### config.mk
export PLATFORM = sky130hd
export DESIGN_NAME = fifo_wr_arbiter
export DESIGN_NICKNAME = d
export VERILOG_FILES = /design/src/rtl/fifo_wr_arbiter.sv
export SDC_FILE = /design/constraint.sdc
export NUM_CORES = 1
export LEC_CHECK = 0
export ABC_AREA = 1
export BUFFER_PORTS_ARGS = -buffer_cell sky130_fd_sc_hd__buf_2
export CORE_MARGIN = 2
export CORE_UTILIZATION = 51
export CTS_CLUSTER_DIAMETER = 50
export DETAILED_ROUTE_END_ITERATION = 8
export HOLD_SLACK_MARGIN = 0.02
export PLACE_DENSITY = 0.93
export REMOVE_ABC_BUFFERS = 1
export SYNTH_ARGS = -nofsm -noshare
export SYNTH_HDL_FRONTEND = slang
export SYNTH_SLANG_ARGS = --single-unit
### constraint.sdc
create_clock -name i_Clk -period 1.8 [get_ports i_Clk]
set_input_delay 0.09 -clock i_Clk [delete_from_list [all_inputs] [get_ports i_Clk]]
set_output_delay 0.09 -clock i_Clk [all_outputs]
set_load 0.01 [all_outputs]
### src/rtl/fifo_wr_arbiter.sv
// fifo_wr_arbiter: round-robin arbiter that lets NUM_REQ producers share one
// FIFO write port. A grant lasts up to MAX_BURST words and is followed by one
// idle arbitration cycle. The data path is combinational, so a word is written
// in the same cycle it is accepted.
module fifo_wr_arbiter #(
   parameter int NUM_REQ    = 4,
   parameter int DATA_WIDTH = 8,
   parameter int MAX_BURST  = 4
) (
   input  logic                          i_Clk,
   input  logic                          i_Rst,
   input  logic [NUM_REQ-1:0]            i_Req_valid,
   input  logic [NUM_REQ*DATA_WIDTH-1:0] i_Req_data,
   output logic [NUM_REQ-1:0]            o_Req_ready,
   input  logic                          i_Full,
   output logic                          o_W_en,
   output logic [DATA_WIDTH-1:0]         o_W_data,
   output logic [NUM_REQ-1:0]            o_Gnt,
   output logic                          o_Busy,
   output logic [15:0]                   o_Stall_cnt
);

   localparam int GW = (NUM_REQ > 1) ? $clog2(NUM_REQ) : 1;
   localparam int BW = $clog2(MAX_BURST) + 1;

   typedef enum logic {IDLE, GRANT} state_t;

   state_t          state;
   logic [GW-1:0]   gnt_idx;
   logic [GW-1:0]   ptr;
   logic [GW-1:0]   arb_idx;
   logic            arb_found;
   logic [BW-1:0]   burst_cnt;
   logic            busy;
   logic            g_valid;
   logic            xfer;
   logic            last_word;
   logic [GW-1:0]   ptr_next;

   assign busy      = (state == GRANT);
   assign g_valid   = i_Req_valid[gnt_idx];
   // A word moves only while granted, the owner is valid and the FIFO has room.
   assign xfer      = busy && g_valid && !i_Full;
   assign last_word = (burst_cnt == BW'(MAX_BURST - 1));
   // Next search starts just past the requester that owned the last grant.
   assign ptr_next  = (gnt_idx == GW'(NUM_REQ - 1)) ? '0 : gnt_idx + 1'b1;

   assign o_Busy      = busy;
   assign o_Req_ready = (busy && !i_Full) ? o_Gnt : '0;
   assign o_W_en      = xfer;
   assign o_W_data    = xfer ? i_Req_data[int'(gnt_idx)*DATA_WIDTH +: DATA_WIDTH] : '0;

   // Round-robin pick: first valid requester at or above the priority pointer, wrapping.
   always_comb begin
      arb_found = 1'b0;
      arb_idx   = '0;
      for (int i = 0; i < NUM_REQ; i++) begin
         if (!arb_found && i_Req_valid[(int'(ptr) + i) % NUM_REQ]) begin
            arb_found = 1'b1;
            arb_idx   = GW'((int'(ptr) + i) % NUM_REQ);
         end
      end
   end

   // Grant FSM: arbitrate in IDLE, stream a burst in GRANT, release on burst end or valid drop.
   always_ff @(posedge i_Clk) begin
      if (i_Rst) begin
         state       <= IDLE;
         o_Gnt       <= '0;
         gnt_idx     <= '0;
         ptr         <= '0;
         burst_cnt   <= '0;
         o_Stall_cnt <= '0;
      end else begin
         case (state)
            IDLE: begin
               if (arb_found) begin
                  o_Gnt     <= NUM_REQ'(1) << arb_idx;
                  gnt_idx   <= arb_idx;
                  burst_cnt <= '0;
                  state     <= GRANT;
               end else begin
                  o_Gnt <= '0;
               end
            end
            GRANT: begin
               if (!g_valid) begin
                  // Owner went away: give the port back without counting anything.
                  state <= IDLE;
                  o_Gnt <= '0;
                  ptr   <= ptr_next;
               end else if (i_Full) begin
                  // Owner blocked by a full FIFO: hold the grant and record the stall.
                  if (o_Stall_cnt != 16'hFFFF)
                     o_Stall_cnt <= o_Stall_cnt + 16'd1;
               end else begin
                  burst_cnt <= burst_cnt + 1'b1;
                  if (last_word) begin
                     state <= IDLE;
                     o_Gnt <= '0;
                     ptr   <= ptr_next;
                  end
               end
            end
            default: begin
               state <= IDLE;
               o_Gnt <= '0;
            end
         endcase
      end
   end

endmodule

* Word level (Yosys, flattened, before mapping)
Index checks and enable logic that the tools add are counted.
Storage, ports and cells: memories 0, RAM bits 0, input bits 39, word-level logic and storage cells 92, latch bits 0, memory bits (read-only) 0, output and inout port bits 34, register bits after elaboration 28
Operators by class: magnitude comparators 5, shift operators 2, equal/unequal tests 10, $add $sub $neg 6, $mul 0, reductions and logical operators 18, mux-type cells 41, divide/modulo/power cells 0, bitwise operators 4
Operators with widths (number):
- 32-bit by 6-bit variable part select with 8-bit output | 1
- 4-bit 2-to-1 mux | 5
- 16-bit by 1-bit adder with 16-bit output (second input constant) | 1
- 1-bit 2-to-1 mux | 16
- 2-bit 2-to-1 mux | 8
- 16-bit != test (second input constant) | 1
- 3-bit by 4-bit < comparator with 1-bit output (second input constant) | 3
- 1-bit binary-select mux with 2-bit select | 5
- 3-bit 2-to-1 mux | 3
- 8-bit 2-to-1 mux | 1
- 4-bit case mux with 2 select lines | 1
- 1-bit logical AND | 6
- 2-bit by 3-bit < comparator with 1-bit output (second input constant) | 2
- 2-bit != test (second input constant) | 3
- 3-bit case mux with 2 select lines | 1
- 3-bit AND reduction | 2
- 2-bit OR reduction | 3
- 2-bit by 1-bit adder with 2-bit output (second input constant) | 2
- 2-bit adder (second input constant) | 2
- 1-bit logical NOT | 4
- 2-bit by 1-bit != test with 1-bit output (second input constant) | 2
- 2-bit AND reduction | 2
- 4-bit AND reduction | 1
- 1-bit by 2-bit << shifter with 4-bit output (first input constant) | 1
- 8 further kinds | 10

* Longest topological paths before layout
depth in word-level cells 17, mapped depth 14, mapped depth without buffers 13

* Worst setup path before layout
OpenSTA, ideal clock, no wires.
kind register to register, start point register o_Stall_cnt[0], end point register o_Stall_cnt[13], data required time 1.664 ns, period minus slack after synthesis 1.536 ns, buffers on the path 1, setup slack 0.264 ns, stages on the path, launching flop included 10, setup time 0.136 ns, arrival time 1.400 ns, cells stage by stage dfxtp_1 > ha_1 > inv_1 > nor3_4 > nand4_2 > nand2_4 > inv_4 > buf_12 > nand2_2 > a21oi_2
On the way: word-level cells in the longest chain between the ends 2, elaborated cells on any way between the ends 3, classes of those cells add/sub (1); eq/ne (1); reduce/logical (1)
RTL lines:
- start: declaration | line 20 | output logic [15:0] o_Stall_cnt
- start signal: assignment | line 95 | o_Stall_cnt <= o_Stall_cnt + 16'd1;
- branches (longest 2 deep; another with 16-bit by 1-bit adder with 16-bit output)
Parallel ways; which one is timed is not known. A chain may end at the register's enable or synchronous reset.

* Final worst setup path
start point register state, in the netlist o_Busy, end point output o_W_data[4]
On the way: word-level cells in the longest chain between the ends 3
RTL lines:
- start: declaration | line 28 | state_t state;
- start signal: assignment | line 68 | state <= IDLE;
- start signal: assignment | line 81 | state <= GRANT;
- start signal: assignment | line 89 | state <= IDLE;
- 1-bit logical AND (2 in a row) | line 43 | assign xfer = busy && g_valid && !i_Full;
- 8-bit 2-to-1 mux | line 51 | assign o_W_data = xfer ? i_Req_data[int'(gnt_idx)*DATA_WIDTH +: DATA_WIDTH] : '0;
- end: declaration | line 17 | output logic [DATA_WIDTH-1:0] o_W_data,
No other way between the ends.

==> out/metrics.yaml <==
status: "complete, no violations"
worst_path_largest_cell_delay_ns: 0.39
avgSynthCellArea_um2: 6.34
power_frac_clock: 0.120
htree_num_levels: 1
syn_to_final_growth_pct: 26.1
start_util: 0.532
routed_wire_length_per_instance_um: 12.6
r2r_start: "o_Busy"
setup_viol_count_final: 0
critical_path.cell_chain: "nand2_1 -> nor2_4 -> clkinvlp_4 -> a21oi_1 -> buf_2"
min_delay_worst_endpoint: "o_Stall_cnt[13]"
hold_viol_final: 0
die-width_um: 68.6
min_period_over_period: 0.997
tritoncts: "built"
final_hpwl_from_detailed_placement_mm: 4.15
finish.net_count: 464
clkLatencyLatePin_ns: 0.28
synthesis.area_mm2: 0.00213
min_tclk_post_route_ns: 1.79
relSlewSlack: 0.717
clk_pin_slew_ns: 0.09
comb_power_share: 0.596
detail_route.drc_violations: 0
mostFrequentLayoutCells: "72 x sky130_fd_sc_hd__buf_2, 71 x sky130_fd_sc_hd__nand2_1, 55 x sky130_fd_sc_hd__nor2_1"
grt_setup_unrepaired: "yes"
cp_max_fo: 5
cts_sinks: 28
count_of_antenna_violating_nets_left_after_detailed_routing: 0
gpl.final_weighted_congestion: 0.911
detailedRoute.firstPassIterationCount: 5
cts-buffers-inserted: 3
startpoint: "o_Busy"
die_h_um: 68.6
final.hold.worst_slack_ns: 0.227
whs_path_depth: 3
grt_max_degree: 19
cp_slowest_cell: "sky130_fd_sc_hd__dfxtp_1"
antenna_found_initial: 0
overflow: 0
switching_share: 0.479
total_leakage_power_nw: 1.29
first_pass_grt_wire_length_mm: 8.92
number_of_global_route_vias_before_repair: 2108
power.sequential.fraction: 0.284
cellInternalPower_w: 0.00148
critPathCaptureType: "primary output"
fraction_of_layout_instances_using_a_drive_strength_above_1: 0.346
required_time_of_the_critical_path_ns: 1.71
rows: 23
synth_seq_area_share: 0.263
timing.reg2reg.worst_path_depth: 8
synth-main-ff-cell: "sky130_fd_sc_hd__dfxtp_1"
synth-edff-count: 0
hold_class: "in2reg"
final.setup_skew_ns: 0.00331
ys.warnings.count: 0
grt.total_usage: 0.246
routed_via_count: 2468
mostFrequentLayoutCell: "sky130_fd_sc_hd__buf_2"
detail_route.iter0.violations: 152
wl_mm: 5.91
clk_root_buffer_cell: "sky130_fd_sc_hd__clkbuf_8"
crit_arrival_ns: 1.70
proportion_of_synthesized_flip_flops_having_asynchronous_set_or_reset: 0
holdCritStartpoint: "i_Rst"
regToRegEndpoint: "burst_cnt[2]"
power.density_cell_area_mw_per_mm2: 1060
finalMaxSlewViolations: 0
worst_pin_slew_ns: 0.423
worst-setup-path-type: "reg2out"
dieArea_mm2: 0.00471
antenna-diode-count: 0
post-route-util: 0.671
synthesis.instances: 336
postSynthRegisterBits: 28
reg2reg_slack_ns: 0.08
drt-vias-per-instance: 5.26
floorplan.io_pins: 73
peakVddDrop_uv: 505
max_freq_mhz: 557
worstSetupStartpointType: "register"
post_synth_num_cell_types: 32
ctsLongestPathBuffers: 2
core_area_mm2: 0.00400
post_cts_hold_buffer_count: 0
max-cap-violations: 0
p_sw_w: 0.00136
buffer_ports.inserted: 72
repair_timing:
| action | 4_1_cts | 5_1_grt |
|---|---|---|
| setup buffers | 2 | 7 |
| resized for setup | 3 | 7 |
| pin swaps | 0 | 1 |
| gates cloned | 0 | 1 |
| endpoints found under the setup margin | 8 | 13 |
per-layer routing:
metal | vias up | wire, um | track usage
met3 | 15 | 291 | 0.0276
li1 | 1241 | - | -
met5 | - | 0 | 0
met4 | 0 | 166 | 0.0975
met1 | 1121 | 2460 | 0.303
met2 | 91 | 3000 | 0.433
area by class of cell:
class / count / area [um2]
inverter: 38 / 156
multi-input combinational: 259 / 1360
timing repair inverter: 1 / 7.51
clock buffer: 3 / 41.3
sequential: 28 / 566
timing repair buffer: 90 / 495
fill: 339 / 1320
tap: 50 / 62.6
stage by stage:
stage               instances  TNS (ns)  setup slack [ns]  instance area [um2]  power, W
finish                    469         0           0.00553                 2690   0.00284
global route              469    -0.232           -0.0513                 2690   0.00308
CTS                       461         0            0.0592                 2600   0.00272
detailed placement        456         0            0.0846                 2540   0.00235
global placement          456         0             0.141                 2540   0.00229
floorplan                 325  -0.00444          -0.00223                 2050   0.00189
Yosys cell counts (2+ instances only):
| cell | count | share of area |
|---|---|---|
| sky130_fd_sc_hd__nand3_1 | 17 | 0.040 |
| sky130_fd_sc_hd__nand2_2 | 17 | 0.050 |
| sky130_fd_sc_hd__o21ai_1 | 3 | 0.0070 |
| sky130_fd_sc_hd__nand3_2 | 3 | 0.014 |
| sky130_fd_sc_hd__xor2_1 | 5 | 0.021 |
| sky130_fd_sc_hd__nor2_2 | 2 | 0.0059 |
| sky130_fd_sc_hd__inv_2 | 4 | 0.0070 |
| sky130_fd_sc_hd__nor2_1 | 55 | 0.097 |
| sky130_fd_sc_hd__o21ai_0 | 28 | 0.066 |
| sky130_fd_sc_hd__ha_1 | 4 | 0.024 |
| sky130_fd_sc_hd__buf_2 | 2 | 0.0047 |
| sky130_fd_sc_hd__nor3_4 | 2 | 0.015 |
| sky130_fd_sc_hd__nand2_4 | 2 | 0.011 |
| sky130_fd_sc_hd__xnor2_1 | 3 | 0.012 |
| sky130_fd_sc_hd__nor3_1 | 11 | 0.026 |
| sky130_fd_sc_hd__clkbuf_1 | 5 | 0.0088 |
| sky130_fd_sc_hd__nand2_1 | 71 | 0.13 |
| sky130_fd_sc_hd__a21oi_2 | 9 | 0.037 |
| sky130_fd_sc_hd__buf_6 | 3 | 0.016 |
| sky130_fd_sc_hd__a21oi_1 | 19 | 0.045 |
| sky130_fd_sc_hd__dfxtp_1 | 28 | 0.26 |
| sky130_fd_sc_hd__inv_1 | 32 | 0.056 |
| sky130_fd_sc_hd__nand4_1 | 2 | 0.0059 |
sequential cells by signal (all words and copies together), names as in the netlist:
signal and count:
o_Stall_cnt 16, o_Gnt 4, gnt_idx 2, burst_cnt 3
o_Busy 1, ptr 2
cell families (layout without fill, tap and decap cells):
group                    Yosys count  after routing  share of synthesized area
AO/OA/AOI/OAI                     61             61                      0.161
XOR/XNOR                           8              8                     0.0329
adder cells (fa/ha/maj)            4              4                     0.0235
buffers and inverters             49            132                      0.110
flip-flops                        28             28                      0.263
AND/OR/NAND/NOR                  186            186                      0.409
worst max-delay path, delay by kind of cell (launching register included):
family                 cells  cell delay, ns
buffers and inverters      2            0.37
DFF                        1            0.39
AOI/OAI and AO/OA          1            0.18
and+or+nand+nor            2            0.49
power groups by stage:
stage,Sequential [W],Clock (W),Combinational [W]
after CTS,0.000799,0.000349,0.00157
final,0.000806,0.000342,0.00169
after global placement,0.000806,0,0.00149
after global routing,0.000820,0.000376,0.00189
after detailed placement,0.000811,0,0.00154
after floorplan,0.000900,0,0.000992
worst max-delay path by stage:
stage,endpoint,cells past startpoint,slack (ns)
floorplan,burst_cnt[2],8,-0.002
global placement,o_Stall_cnt[6],9,0.14
detailed placement,o_Stall_cnt[6],9,0.08
CTS,o_W_data[2],7,0.06
global route,o_W_data[6],5,-0.05
finish,o_W_data[4],5,0.006
No activity file was read; power rests on OpenSTA's default activity.
